==> config.mk <==
export PLATFORM = sky130hd
export DESIGN_NAME = mult_sequencer
export DESIGN_NICKNAME = d
export VERILOG_FILES = /design/src/rtl/mult_sequencer.sv
export SDC_FILE = /design/constraint.sdc
export NUM_CORES = 1
export LEC_CHECK = 0
export CAP_MARGIN = 20
export CORE_AREA = 2 2 157 159
export CTS_CLUSTER_DIAMETER = 80
export DETAILED_ROUTE_END_ITERATION = 12
export DIE_AREA = 0 0 159 161
export GPL_ROUTABILITY_DRIVEN = 0
export PLACE_DENSITY = 0.66
export SLEW_MARGIN = 20
export SYNTH_ARGS = -nofsm -noshare
export SYNTH_HDL_FRONTEND = slang
export SYNTH_SLANG_ARGS = --single-unit
export TNS_END_PERCENT = 10
==> constraint.sdc <==
create_clock -name clk -period 3.8 [get_ports clk]
set_input_delay 0.57 -clock clk [delete_from_list [all_inputs] [get_ports clk]]
set_output_delay 0.57 -clock clk [all_outputs]
set_load 0.005 [all_outputs]
==> src/rtl/mult_sequencer.sv <==
// Sequences one multi-cycle multiply: it latches the operands, pulses the multiplier,
// waits a bounded number of cycles for the result, then issues a single register write-back.
module mult_sequencer #(
  parameter int WORD       = 64,
  parameter int MAX_CYCLES = 70   // legal range 2..127, so the 7-bit counter never wraps
) (
  input  logic            clk,
  input  logic            reset,
  input  logic            mult_req,
  input  logic [4:0]      dest_reg,
  input  logic [WORD-1:0] operand_a,
  input  logic [WORD-1:0] operand_b,
  input  logic            mult_done,
  input  logic [WORD-1:0] mult_product,
  output logic            mult_start,
  output logic [WORD-1:0] mult_a,
  output logic [WORD-1:0] mult_b,
  output logic            stall,
  output logic            wb_valid,
  output logic [4:0]      wb_reg,
  output logic [WORD-1:0] wb_data,
  output logic            busy,
  output logic            timeout_err
);

  typedef enum logic [2:0] {
    S_IDLE,
    S_START,
    S_WAIT,
    S_WB,
    S_ERR
  } state_t;

  localparam logic [6:0] CNT_LAST = 7'(MAX_CYCLES - 1);

  state_t          state_q, state_d;
  logic [6:0]      cnt_q, cnt_d;
  logic [WORD-1:0] a_q, a_d;
  logic [WORD-1:0] b_q, b_d;
  logic [4:0]      reg_q, reg_d;
  logic [WORD-1:0] data_q, data_d;
  logic            err_q, err_d;

  always_comb begin
    state_d = state_q;
    cnt_d   = cnt_q;
    a_d     = a_q;
    b_d     = b_q;
    reg_d   = reg_q;
    data_d  = data_q;
    err_d   = err_q;
    case (state_q)
      S_IDLE: begin
        if (mult_req) begin
          a_d     = operand_a;
          b_d     = operand_b;
          reg_d   = dest_reg;
          state_d = S_START;
        end
      end
      S_START: begin
        cnt_d   = 7'd0;
        state_d = S_WAIT;
      end
      S_WAIT: begin
        // A result arriving on the last allowed cycle still wins over the timeout.
        if (mult_done) begin
          data_d  = mult_product;
          state_d = S_WB;
        end else if (cnt_q == CNT_LAST) begin
          err_d   = 1'b1;
          state_d = S_ERR;
        end else begin
          cnt_d = cnt_q + 7'd1;
        end
      end
      S_WB:    state_d = S_IDLE;
      S_ERR:   state_d = S_IDLE;
      default: state_d = S_IDLE;
    endcase
  end

  always_ff @(posedge clk) begin
    if (reset) begin
      state_q <= S_IDLE;
      cnt_q   <= 7'd0;
      a_q     <= '0;
      b_q     <= '0;
      reg_q   <= '0;
      data_q  <= '0;
      err_q   <= 1'b0;
    end else begin
      state_q <= state_d;
      cnt_q   <= cnt_d;
      a_q     <= a_d;
      b_q     <= b_d;
      reg_q   <= reg_d;
      data_q  <= data_d;
      err_q   <= err_d;
    end
  end

  // Control outputs are gated by reset so they read 0 even before the first reset edge.
  assign mult_start  = !reset && (state_q == S_START);
  assign wb_valid    = !reset && (state_q == S_WB);
  assign busy        = !reset && (state_q != S_IDLE);
  assign stall       = !reset && (((state_q == S_IDLE) && mult_req) ||
                                  (state_q == S_START) || (state_q == S_WAIT));
  assign timeout_err = !reset && err_q;

  assign mult_a  = a_q;
  assign mult_b  = b_q;
  assign wb_reg  = reg_q;
  assign wb_data = data_q;

endmodule

# After elaboration in Yosys (flattened, before gate mapping)
# Index checks and enable logic that the tools add are counted.
# totals
reg_bits,208
inputBits,201
out_inout_bits,202
wordCells,41
# classes
add_sub_neg,1
n_eq_ne,8
muxes,7
bitwise_logic,1
n_reduce_logical,17
# ops
cell,n
2-to-1 mux 7 bit,2
one-hot mux 7 bit (2 select lines),1
2-to-1 mux 3 bit,3
one-hot mux 3 bit (3 select lines),1
adder 7 x 1 -> 7 bit (second input constant),1
== test 7 bit (second input constant),1
== test 3 x 2 -> 1 bit (second input constant),2
logical AND 1 bit,6
inequality test 2 bit (second input constant),3
AND reduction 2 bit,3
AND reduction 3 bit,2
== test 3 x 1 -> 1 bit (second input constant),1
logical NOT 3 bit,1
inequality test 3 bit (second input constant),1
nonzero test 3 bit,1
logical OR 1 bit,2
nonzero test 2 bit,1
logical NOT 1 bit,1
inverter 1 bit,1

# Depth between registers and ports, before layout
# logic_depth
ltp_word,5
mapped_depth,8
ltp_nobuf,6

# Worst setup path after synthesis
# Ideal clock, no wire load.
# synth_timing
path_kind,input-to-reg
startpoint,input port reset
endpoint,register cnt_q[3]
setup_time_ns,0.059
t_arrival_ns,1.850
t_required_ns,3.741
slack_ns,1.891
stages,5
n_path_buf,1
cell_sequence,buf_2 -> or4b_4 -> a211oi_4 -> a21oi_1 -> o21ba_1
# synth_lines
item,line,text
from (decl),8,"input logic reset,"
to (signal assigned),94,cnt_q <= cnt_d;
to (decl),37,"logic [6:0] cnt_q, cnt_d;"

# Worst setup path after layout
# layout_timing
startpoint,input port mult_req
endpoint,output port stall
# layout_via
elab_chain_cells,4
# layout_rtl
item,line,text
from (decl),9,"input logic mult_req,"
logical AND 1 bit,107,assign stall = !reset && (((state_q == S_IDLE) && mult_req) ||
logical OR 1 bit,107,
logical OR 1 bit,108,(state_q == S_START) || (state_q == S_WAIT));
logical AND 1 bit,107,
to (decl),18,"output logic stall,"
# Every way passes these cells.

==> out/qor.csv <==
metric,value,unit
setup TNS,0,ps
register area,4160,um^2
drt pass-1 iters,4,
Die X,159,um
hold_buf cts,0,
crit-path max FO,4,
clock slew at reported path FFs,60,ps
"most common cell after layout, fill and taps aside",clkdlybuf4s50_1,
Leak,4.48,nW
CTS buffer count,24,
nets,1497,
Required @ worst endpoint,3230,ps
f_max,371,MHz
layout cells sized above 1,4.81,%
Global Route Usage Sum,18.3,%
R2R Setup Slk,1560,ps
Flop pwr share,42.5,%
clk_lat worst skew,510,ps
net count after synthesis,1128,
most frequent cells in the layout,"401 x clkdlybuf4s50_1, 397 x nand2_1, 208 x dfxtp_1",
RSZ-0062 raised after global routing,no,
"FF+latch count, synth",208,
post-CTS setup buffer count,0,
CP Capture Type,primary output,
detailed placement HPWL,17100,um
synthesized area,7340,um^2
dpl ws,1100,ps
worst min-delay path class,reg -> reg,
Logic pwr share,14.6,%
hold_ws,451,ps
CTS Sinks,208,
Area contributors post-synth,"dfxtp_1 57%, nand2_1 20%, a21oi_1 14%",
clock share of power,42.9,%
wire length per cell,15.2,um
Routed WL,24800,um
status,"complete, no violations",
fin crit period,2700,ps
largest net degree at the start of global routing,78,
most frequently used flop master after synthesis,dfxtp_1,
Slew headroom,47.4,%
Post-synth ARST share,0,%
P_int,0.00427,W
Worst Max-Slew Pin Slew,788,ps
Layout Skew,15.5,ps
H-tree depth,1,
number of global-route vias before repair,7078,
post-synth top area cell,dfxtp_1,
antenna diode count,0,
# IOs,403,
Critical Path AT,2130,ps
area grow syn2layout,69.2,%
Worst Setup Start Kind,input pin,
"Avg Cell Area, Syn",7.93,um^2
vias post-DR,7385,
worst setup path category,in -> out,
switching portion of total power,23.5,%
Power per Cell Area,450,nW/um^2
Post-synth EDFFs,0,
root buffer cell,clkbuf_16,
first-pass GRT wire length,38600,um
Multi-input gate area,2890,um^2
initial DRC count,405,
Filler cells,2332,
Final Instance Area,12400,um^2
final setup margin,1100,ps
YS warnings,0,
Mapped Cells,925,
TritonCTS clock tree,yes,
part of the Yosys area used for sequential elements,56.8,%
DRC violations left,0,
row count,57,
Final setup viols,0,
Slew Limit Fails,0,
die footprint,25600,um^2
top cell type's share of synthesized area,56.8,%
initial antenna violation count,0,
GR Overflow Total,0,
max-cap violations,0,
maximum vdd drop,0.350,mV
Placed Area,11600,um^2
Via density,4.52,
antenna-violating nets left,0,
Port Buf Inserts,402,
initial core utilization,30.6,%
# resized after CTS,0,
switching power,0.00131,W
CORE AREA,24000,um^2
Cell variety after synth,37,
Power Total,0.00558,W
final count of hold timing violations,0,
Max Buffers Root-to-Sink,3,
Die Ht,161,um
Tcrit/Tclk final,71.0,%
## stage by stage
step	utilization [%]	cells
global placement	48.4	1592
CTS	51.8	1633
floorplan	-	925
global route	51.8	1633
detailed placement	48.4	1592
finish	51.8	1633
## cell usage after synthesis (2+ instances only)
library cell,count
and2_1,2
nand3_1,3
clkbuf_1,48
buf_2,16
nor3_1,5
buf_1,2
o21ai_0,3
and3_1,3
inv_1,3
o21ba_1,2
a21oi_1,200
a2111oi_0,2
ha_1,2
dfxtp_1,208
nand2_1,398
nand3b_1,3
nor2_1,5
## path summary, 6_finish.rpt
path,from,end,cells after the start
max,mult_req,stall,4
min,mult_b[57]$_SDFFE_PP0P_,mult_b[57]$_SDFFE_PP0P_,2
max reg2reg,state_q[2]$_SDFFE_PP0P_,wb_reg[0]$_SDFFE_PP0P_,5
min reg2reg,mult_b[57]$_SDFFE_PP0P_,mult_b[57]$_SDFFE_PP0P_,2
## area by class of cell
cell class,instances,share of cell area [%]
clock inverters,9,0.988
multi-input cells,646,23.3
flip-flops and latches,208,33.5
clock buffers,32,5.65
well taps,324,3.27
repair buffers,411,33.2
inverters,3,0.0907
## power by group through the flow
stage                     Combinational, W  Clock (W)  Sequential, W
after floorplan                   0.000279          0        0.00242
after global placement            0.000822          0        0.00241
after detailed placement          0.000824          0        0.00242
after CTS                         0.000829    0.00248        0.00237
after global routing              0.000890    0.00257        0.00238
final                             0.000817    0.00240        0.00237
## per-layer routing
| layer | GRT usage (%) | wire, um | vias to the layer above |
|---|---|---|---|
| met5 | 0 | 0 | - |
| met4 | 5.04 | 529 | 0 |
| met3 | 6.93 | 2420 | 35 |
| met2 | 31.8 | 11800 | 280 |
| met1 | 21.1 | 10000 | 3340 |
| li1 | - | - | 3730 |
## critical path, cell delays in order
cell and delay, ps:
clkdlybuf4s50_1 580, nor3_1 60, a2111oi_0 340, clkdlybuf4s50_1 570
## logic make-up after synthesis
logic type | after synthesis | share of synthesized area (%)
DFF | 208 | 56.8
buffers and inverters | 71 | 4.03
adders and majority gates | 2 | 0.341
and+or+nand+nor | 429 | 23.2
AOI/OAI and AO/OA | 214 | 15.5
muxes | 1 | 0.153
Note: power is estimated with default switching activity, not from simulation.
